--- config.mk ---
export PLATFORM = sky130hd
export DESIGN_NAME = linebuf_window_ctrl
export DESIGN_NICKNAME = d
export VERILOG_FILES = /design/src/rtl/linebuf_window_ctrl.sv
export SDC_FILE = /design/constraint.sdc
export NUM_CORES = 1
export LEC_CHECK = 0
export ABC_CLOCK_PERIOD_IN_PS = 2900
export CAP_MARGIN = 20
export CORE_MARGIN = 8
export CORE_UTILIZATION = 50
export CTS_BUF_LIST = sky130_fd_sc_hd__clkbuf_16
export DETAILED_ROUTE_END_ITERATION = 12
export PLACE_DENSITY = 0.8
export SLEW_MARGIN = 0
export SYNTH_ARGS = -nofsm -noshare
export SYNTH_HDL_FRONTEND = slang
export SYNTH_SLANG_ARGS = --single-unit
--- constraint.sdc ---
create_clock -name clk -period 2.9 [get_ports clk]
set_input_delay 0.725 -clock clk [delete_from_list [all_inputs] [get_ports clk]]
set_output_delay 0.725 -clock clk [all_outputs]
set_load 0.03 [all_outputs]
--- src/rtl/linebuf_window_ctrl.sv ---
// ---------------------------------------------------------------------------
// linebuf_window_ctrl
//
// Sequencer for the two cascaded line-buffer FIFOs that sit in front of the
// 3x3 image-filter window. It gates the raw pixel stream into the line-buffer
// chain, clears the buffers at every frame start, and tracks the column/row
// position. When a full 3x3 window is available it emits a pulse with the
// window's centre coordinate. It also reports frame completion and framing
// errors.
//
// Ports:
//   clk          system clock, rising edge
//   rst          asynchronous active-high reset
//   frame_start  one-cycle pulse, start of a new frame
//   pix_valid    pix_in is valid this cycle
//   pix_in       incoming pixel
//   lb_rst       clear to the line buffers (combinational, = frame_start)
//   lb_wr_en     write enable into the line-buffer chain (combinational)
//   lb_din       data into the line-buffer chain (= pix_in)
//   win_valid    registered pulse, a 3x3 window is complete
//   win_col      registered centre column of that window
//   win_row      registered centre row of that window
//   frame_done   one-cycle pulse, the last pixel of the frame was accepted
//   frame_err    one-cycle pulse, frame_start arrived in the middle of a frame
//   busy         high while priming or streaming
// ---------------------------------------------------------------------------
module linebuf_window_ctrl #(
    parameter int Width      = 12,
    parameter int IMG_width  = 640,
    parameter int IMG_height = 480
) (
    input  logic             clk,
    input  logic             rst,
    input  logic             frame_start,
    input  logic             pix_valid,
    input  logic [Width-1:0] pix_in,
    output logic             lb_rst,
    output logic             lb_wr_en,
    output logic [Width-1:0] lb_din,
    output logic             win_valid,
    output logic [9:0]       win_col,
    output logic [9:0]       win_row,
    output logic             frame_done,
    output logic             frame_err,
    output logic             busy
);

    localparam logic [9:0] COL_LAST = 10'(IMG_width - 1);
    localparam logic [9:0] ROW_LAST = 10'(IMG_height - 1);

    typedef enum logic [1:0] {
        IDLE   = 2'd0,
        PRIME  = 2'd1,
        STREAM = 2'd2,
        DONE   = 2'd3
    } state_t;

    state_t     state_reg;
    logic [9:0] col_reg;
    logic [9:0] row_reg;
    logic       win_valid_reg;
    logic [9:0] win_col_reg;
    logic [9:0] win_row_reg;
    logic       frame_done_reg;
    logic       frame_err_reg;

    logic in_frame;
    logic accept;
    logic col_last;
    logic row_last;

    assign in_frame = (state_reg == PRIME) || (state_reg == STREAM);

    // frame_start always wins over a pixel arriving in the same cycle.
    assign accept   = pix_valid && !frame_start && in_frame;
    assign col_last = (col_reg == COL_LAST);
    assign row_last = (row_reg == ROW_LAST);

    assign lb_rst     = frame_start;
    assign lb_wr_en   = accept;
    assign lb_din     = pix_in;
    assign busy       = in_frame;
    assign win_valid  = win_valid_reg;
    assign win_col    = win_col_reg;
    assign win_row    = win_row_reg;
    assign frame_done = frame_done_reg;
    assign frame_err  = frame_err_reg;

    always_ff @(posedge clk or posedge rst) begin
        if (rst) begin
            state_reg      <= IDLE;
            col_reg        <= '0;
            row_reg        <= '0;
            win_valid_reg  <= 1'b0;
            win_col_reg    <= '0;
            win_row_reg    <= '0;
            frame_done_reg <= 1'b0;
            frame_err_reg  <= 1'b0;
        end else begin
            // Pulse outputs default low; coordinates hold their last value.
            win_valid_reg  <= 1'b0;
            frame_done_reg <= 1'b0;
            frame_err_reg  <= 1'b0;

            if (frame_start) begin
                state_reg     <= PRIME;
                col_reg       <= '0;
                row_reg       <= '0;
                // A restart is only an error if a frame was in progress.
                frame_err_reg <= in_frame;
            end else begin
                case (state_reg)
                    IDLE: begin
                    end

                    PRIME: begin
                        if (accept) begin
                            if (col_last) begin
                                col_reg <= '0;
                                row_reg <= row_reg + 10'd1;
                                // Two full lines are now in the buffers.
                                if (row_reg == 10'd1) begin
                                    state_reg <= STREAM;
                                end
                            end else begin
                                col_reg <= col_reg + 10'd1;
                            end
                        end
                    end

                    STREAM: begin
                        if (accept) begin
                            // The incoming pixel is the bottom-right corner of
                            // the window, so the centre is one up and one left.
                            // Columns 0 and 1 would give border windows.
                            if (col_reg >= 10'd2) begin
                                win_valid_reg <= 1'b1;
                                win_col_reg   <= col_reg - 10'd1;
                                win_row_reg   <= row_reg - 10'd1;
                            end
                            if (col_last && row_last) begin
                                col_reg        <= '0;
                                row_reg        <= '0;
                                state_reg      <= DONE;
                                frame_done_reg <= 1'b1;
                            end else if (col_last) begin
                                col_reg <= '0;
                                row_reg <= row_reg + 10'd1;
                            end else begin
                                col_reg <= col_reg + 10'd1;
                            end
                        end
                    end

                    DONE: begin
                        state_reg <= IDLE;
                    end

                    default: begin
                        state_reg <= IDLE;
                    end
                endcase
            end
        end
    end

endmodule
==> results.sh <==
export IMPL_grt_pass1_wl_um=9050
export IMPL_dieArea_um2=7620
export IMPL_vias_per_cell=5.43
export IMPL_postCtsSetupRepairBufs=0
export IMPL_ys_ff_latch=45
export IMPL_maxSlewHeadroom=0.348
export IMPL_grt_pass1_vias=1962
export IMPL_cts_tree="built"
export IMPL_fp_row_count=26
export IMPL_cts_resized=0
export IMPL_reg2reg_to="row_reg[0]"
export IMPL_coreArea_um2=5010
export IMPL_crit_path_end_kind="flip-flop"
export IMPL_rsz0062_at_grt="no"
export IMPL_cap_violations=0
export IMPL_min_path_type="reg2reg"
export IMPL_routabilityCongestion=0.838
export IMPL_r2r_start="state_reg[0]"
export IMPL_synthesis_area_um2=2540
export IMPL_gr_total_overflow=0
export IMPL_p_leak_uw=0.00129
export IMPL_clock_latency_ps=280
export IMPL_design_area_um2=2940
export IMPL_max_freq_mhz=388
export IMPL_numCtsBuffers=5
export IMPL_clockBufferDepth=2
export IMPL_dp_hpwl_um=3750
export IMPL_cts_hold_repair_buffers=0
export IMPL_slew_violations=0
export IMPL_rrSetupSlack_ps=320
export IMPL_synthDistinctLibCells=38
export IMPL_drive_gt1_frac=0.0648
export IMPL_area_growth_pct=15.7
export IMPL_yosysWarnings=0
export IMPL_r2r_cells=7
export IMPL_finalSetupTns_ps=0
export IMPL_clk_pin_slew_ps=60
export IMPL_startpoint_type="flip-flop"
export IMPL_wirelength_um=5380
export IMPL_hold_depth=2
export IMPL_cts_htree_levels=2
export IMPL_final_common_cell="dfrtp_1"
export IMPL_regArea_um2=1130
export IMPL_syn_num_nets=308
export IMPL_start_util=0.507
export IMPL_synth_flop_cell="dfrtp_1"
export IMPL_setup_viol=0
export IMPL_ys_async_sr_fraction=1.00
export IMPL_cts_root_buffer="clkbuf_16"
export IMPL_critical_path_peak_fanout=12
export IMPL_power_uw=2240
export IMPL_synth_edf_count=0
export IMPL_syn_avg_cell_area_um2=8.98
export IMPL_crit_arrival_ps=2730
export IMPL_worstHoldStart="win_col[4]"
export IMPL_worstMarginPinSlew_ps=978
export IMPL_ant_nets=0
export IMPL_fin_crit_ps=2580
export IMPL_antenna_found_initial=0
export IMPL_wl_per_cell_um=14.8
export IMPL_fin_skew_ps=4.06
export IMPL_num_antenna_cells=0
export IMPL_drc=0
export IMPL_vias=1970
export IMPL_io_pin_count=54
export IMPL_hold_end="win_col[4]"
export IMPL_place_area_um2=2780
export IMPL_status="complete, no violations"
export IMPL_multi_input_area_um2=1190
export IMPL_grt_usage=0.150
export IMPL_critical_path_required_ps=3060
export IMPL_clkSinkCount=45
export IMPL_grt_max_degree=42
export IMPL_fillers=455
export IMPL_die_w_um=87.3
export IMPL_power_density_nw_per_um2=762
export IMPL_crit_type="reg2reg"
export IMPL_drt_iter0_markers=131
export IMPL_yosysSeqAreaShare=0.443
export IMPL_fin_crit_sh=0.889
export IMPL_first_pass_iters=4
export IMPL_hold_viol_final=0
export IMPL_io_buffers=29
export IMPL_syn_inst=283
export IMPL_final_nets=317
export IMPL_ir_worst_vdd_v=0.000493
export IMPL_layout_common_cells="45 x dfrtp_1, 41 x nor2_1, 27 x clkdlybuf4s50_1"
export IMPL_die_h_um=87.3
-- worst max-delay path, cell delays in order, from the launching register on --
cell,delay (ps)
dfrtp_1,400
inv_1,80
ha_1,250
or2_2,350
a21oi_1,760
nor2_2,230
xnor2_1,300
nor2_1,80
-- cells in the mapped netlist (8+ instances only) --
cell	number	share of area
a21oi_1	23	0.045
buf_4	15	0.044
clkbuf_1	13	0.019
dfrtp_1	45	0.44
ha_1	9	0.044
inv_1	10	0.015
nand2_1	14	0.021
nand3_1	10	0.020
nor2_1	41	0.061
nor3_1	14	0.028
nor4_1	8	0.020
xnor2_1	19	0.066
xor2_1	10	0.034
-- cells by family (layout without fill, tap and decap cells) --
logic type	after synthesis	in the layout	share of synthesized area
buffers and inverters	43	53	0.0882
adder cells (fa/ha/maj)	9	9	0.0443
flip-flops	45	45	0.443
XOR/XNOR	29	29	0.100
AO/OA/AOI/OAI	41	41	0.0951
AND/OR/NAND/NOR	116	116	0.229
-- worst max path at each step --
stage,from,end,slack [ps],depth (start not counted)
floorplan,frame_start,win_row[3],140,7
global placement,pix_valid,row_reg[1],350,6
detailed placement,pix_valid,row_reg[1],240,6
CTS,state_reg[0],busy,330,4
global route,state_reg[0],row_reg[0],160,7
finish,state_reg[0],row_reg[0],320,7
-- routing by layer --
layer  wire, µm  vias up  GRT usage
met3        416        7     0.0311
met2       2460       70      0.247
met5          0        -          0
met4         95        0     0.0672
li1           -      968          -
met1       2410      925      0.183
-- power by group --
part | internal (µW) | switching [µW]
Sequential | 733 | 63.3
Clock | 400 | 221
Combinational | 331 | 490
Total | 1460 | 775
-- through the flow --
stage / utilization / setup slack (ps) / std cells / hold slack, ps
2_1_floorplan: - / 144 / 283 / 494
3_3_place_gp: 0.554 / 348 / 355 / 506
3_5_place_dp: 0.554 / 237 / 355 / 516
4_1_cts: 0.586 / 329 / 363 / 529
5_1_grt: 0.586 / 160 / 363 / 550
6_report: 0.586 / 323 / 363 / 519
-- area by class of cell --
cell class | instances | area share
clock buffers | 5 | 0.0426
clock inverters | 3 | 0.0128
inverters | 10 | 0.0128
multi-input cells | 195 | 0.406
flip-flops and latches | 45 | 0.383
well taps | 70 | 0.0298
repair buffers | 35 | 0.112
No activity file was read; power rests on OpenSTA's default activity.
==> RTL change 1, RTL diff (config.mk and constraints unchanged) <==
`Width`: 12 -> 18.
--- a/src/rtl/linebuf_window_ctrl.sv
+++ b/src/rtl/linebuf_window_ctrl.sv
@@ -26,5 +26,5 @@
 // ---------------------------------------------------------------------------
 module linebuf_window_ctrl #(
-    parameter int Width      = 12,
+    parameter int Width      = 18,
     parameter int IMG_width  = 640,
     parameter int IMG_height = 480
Ports: changed (resized lb_din and pix_in); port bits go from 54 to 66. The function was not compared with the original's and may differ.
==> RTL change 1 against the unedited design <==
- routed wire length shrank 0.80%
- combinational power shrank 0.5%
- synthesized area grew 1.8%
- worst setup slack gained 0.018 ns
- total power grew 0.68%
- via count grew 0.10%
- cell area grew 0.13%
- fmax grew 0.72%
- sequential cell count is the same
==> RTL change 1: results (changes against the unedited design) <==
Met3 Wirelength=313 microns (was 416 microns); placer congestion estimate=0.843 (was 0.838); P_leak=1.29 nW (about the same); M3 GR Usage=3.10% (was 3.11%); clock network area share=5.66% (was 5.54%); P_int=1.47 mW (was 1.46 mW); max_slew headroom=40.2% (was 34.8%); M1 GR Usage=19.5% (was 18.3%); CP max FO=4 (was 12); vias in the first global route=1,961 (was 1,962); status=finished, final reports clean (unchanged); Clk. pwr=635 uW (was 621 uW); power per cell area=766 nW/um^2 (was 762 nW/um^2); hpwl dp=3790 microns (was 3750 microns); Die ar.=7730 sq um (was 7620 sq um); P_comb=818 uW (was 822 uW); CP top delay family=buffers and inverters (was compound AO/OA/AOI/OAI gates); layout cells sized above 1=6.83% (was 6.48%); met2 GRT Util=23.1% (was 24.7%); wl on met1=2480 microns (was 2410 microns); syn_nets=320 (was 308); CP max-delay cell=clkdlybuf4s50_1 (was a21oi_1); post-synthesis area per instance=8.94 sq um (was 8.98 sq um); peak supply drop=0.419 mV (was 0.493 mV); DP Worst Slack=0.271 ns (was 0.237 ns); WP data arrival=1.83 ns (was 2.73 ns); # fillers=444 (was 455); total global routing track utilization=15.2% (was 15.0%); top cells by area, synth=dfrtp_1 44%, xnor2_1 6.4%, buf_4 6.1% (was dfrtp_1 44%, xnor2_1 6.6%, nor2_1 6.1%); first-pass GRT wire length=9230 microns (was 9050 microns); Setup Skew=0.00626 ns (was 0.00406 ns); Non-Clock Buffer Area Fraction=11.2% (about the same); Seq/Total Area, Yosys=43.6% (was 44.3%); DR WL met2=2400 microns (was 2460 microns); Post-synth top cells=45 x dfrtp_1, 41 x nor2_1, 23 x a21oi_1 (unchanged)
RTL change 1: changes by cell type after synthesis, sizes merged:
cell / delta
buf: +6
RTL change 1: final timing paths:
kind	start	to	slack, ns	cells past startpoint
hold reg to reg	win_row[6]$_DFFE_PP0P_	win_row[6]$_DFFE_PP0P_	0.52	2
max in group asynchronous	rst	frame_err$_DFF_PP0_	1.60	3
min in group asynchronous	rst	win_row[0]$_DFFE_PP0P_	0.73	2
hold / removal	win_row[6]$_DFFE_PP0P_	win_row[6]$_DFFE_PP0P_	0.52	2
setup / recovery	state_reg[0]$_DFFE_PP0P_	busy	0.34	4
setup reg to reg	col_reg[0]$_DFFE_PP0P_	state_reg[0]$_DFFE_PP0P_	0.37	6
RTL change 1: logic make-up after synthesis:
family | Yosys count | synth area share [%]
xor+xnor | 29 | 9.83
fa+ha+maj | 9 | 4.36
compound gates | 41 | 9.34
flops | 45 | 43.6
simple gates | 116 | 22.5
buf+inv | 49 | 10.4
==> RTL change 2, RTL diff (same flow settings) <==
Without the edit above. Put a register stage on the outputs `lb_wr_en`, `lb_din` and `busy`, without a reset. The values now appear one clock later. The other outputs are not delayed to match. Comments in the files are not updated.
--- a/src/rtl/linebuf_window_ctrl.sv
+++ b/src/rtl/linebuf_window_ctrl.sv
@@ -78,7 +78,9 @@
 
     assign lb_rst     = frame_start;
-    assign lb_wr_en   = accept;
-    assign lb_din     = pix_in;
-    assign busy       = in_frame;
+    always_ff @(posedge clk) begin
+        lb_wr_en <= accept;
+        lb_din   <= pix_in;
+        busy     <= in_frame;
+    end
     assign win_valid  = win_valid_reg;
     assign win_col    = win_col_reg;
Check against the original RTL: not equivalent (Yosys sat finds a counterexample within 4 cycles, from zero or initial values and one cycle with rst high).
==> RTL change 2 against the unedited design <==
- cell area up 26%
- synthesized cell count down 0.71%
- critical path type unchanged
- die area up 6.8%
- sequential cell count up 14
- highest routed layer unchanged
- worst setup slack better by 0.15 ns
- routed wire length up 20%
- synthesized area up 8.3%
- worst hold slack worse by 0.040 ns
Power is not compared: it rests on default switching activity, and its combinational part moved more than twofold at a synthesized area within 25%.
==> RTL change 2: results (changes against the unedited design) <==
Synth async-reset ratio=76.3% (was 100%); r2r setup slk=0.47 ns (was 0.32 ns); CTS buffer count=9 (was 5); Seq/Total Area, Yosys=51.1% (was 44.3%); placer congestion estimate=0.917 (was 0.838); # fillers=410 (was 455); CP max FO=21 (was 12); CP startpoint=col_reg[2]$_DFFE_PP0P_ (was state_reg[0]$_DFFE_PP0P_); total global routing track utilization=16.6% (was 15.0%); Reg2Reg Depth=6 (was 7); syn_nets=306 (was 308); status=finished, final reports clean (unchanged); Clock H-tree levels=3 (was 2); port buffer count=53 (was 29); layout cells sized above 1=9.59% (was 6.48%); Routed wire per std cell=15.6 microns (was 14.8 microns); Worst Hold Slack=0.479 ns (was 0.519 ns); worst skew pair latency=0.32 ns (was 0.28 ns); Starting DRT DRC Count=169 (was 131); DP Worst Slack=0.349 ns (was 0.237 ns); reg2reg start=col_reg[2]$_DFFE_PP0P_ (was state_reg[0]$_DFFE_PP0P_); WP data arrival=2.66 ns (was 2.73 ns); Post-synth top cells=45 x dfrtp_1, 38 x nand2_1, 26 x nor2_1 (was 45 x dfrtp_1, 41 x nor2_1, 23 x a21oi_1); Final nets=364 (was 317); Distinct cells, synth=45 (was 38); fmax=0.412 GHz (was 0.388 GHz); hpwl dp=4560 microns (was 3750 microns); vias=2,300 (was 1,970); vias in the first global route=2,297 (was 1,962); top cells by area, synth=dfrtp_1 41%, dfxtp_1 10%, xnor2_1 5.4% (was dfrtp_1 44%, xnor2_1 6.6%, nor2_1 6.1%); largest net degree at the start of global routing=46 (was 42); max_slew headroom=62.4% (was 34.8%); first-pass GRT wire length=11,100 microns (was 9050 microns); crit path capture=win_row[2]$_DFFE_PP0P_ (was row_reg[0]$_DFFE_PP0P_)
RTL change 2: cell types whose count changed after synthesis, moves of 5 or more:
cell      before  now
a21oi_1       23    4
a31oi_1        2    9
buf_4         15    1
clkbuf_1      13    8
dfxtp_1        0   14
nand2_1       14   38
nor2_1        41   26
nor3_1        14    7
o21ai_0        3   23
RTL change 2: cells by family (layout without fill, tap and decap cells):
logic type | after synthesis | after routing | synth area share [%]
AND/OR/NAND/NOR | 112 | 112 | 20.6
flip-flops | 59 | 59 | 51.1
AO/OA/AOI/OAI | 48 | 48 | 11.1
buffers and inverters | 26 | 89 | 4.18
XOR/XNOR | 24 | 24 | 7.64
adder cells (fa/ha/maj) | 9 | 9 | 4.09
multiplexers | 3 | 3 | 1.36
RTL change 2: stage by stage:
step	instances	cell area, sq um	utilization (%)
global route	416	3700	68.4
finish	416	3700	68.4
detailed placement	400	3360	62.2
CTS	416	3700	68.4
global placement	400	3360	62.2
floorplan	281	2750	-
RTL change 2: cell type report:
cell class	instances	area, sq um	share of cell area [%]
timing repair buffer	62	596	16.1
inverter	11	41.3	1.12
clock buffer	9	225	6.09
clock inverter	7	108	2.91
tap	72	90.1	2.44
sequential	59	1410	38.1
multi-input combinational	196	1230	33.3
RTL change 2: worst max-delay path: stages, from the launching register on:
cell and delay, ns:
dfrtp_1 0.53, nor4_4 0.37, or4b_4 0.53, o211ai_4 0.46, buf_4 0.29, nand2_1 0.08, o21ai_0 0.08
RTL change 2: routing by layer:
layer / global-route usage (%) / part of all wire [%] / vias up
met5: 0 / 0 / -
met1: 19.5 / 43 / 1108
met4: 6.66 / 1.5 / 0
met3: 5.15 / 6.7 / 9
li1: - / - / 1091
met2: 27.4 / 49 / 92
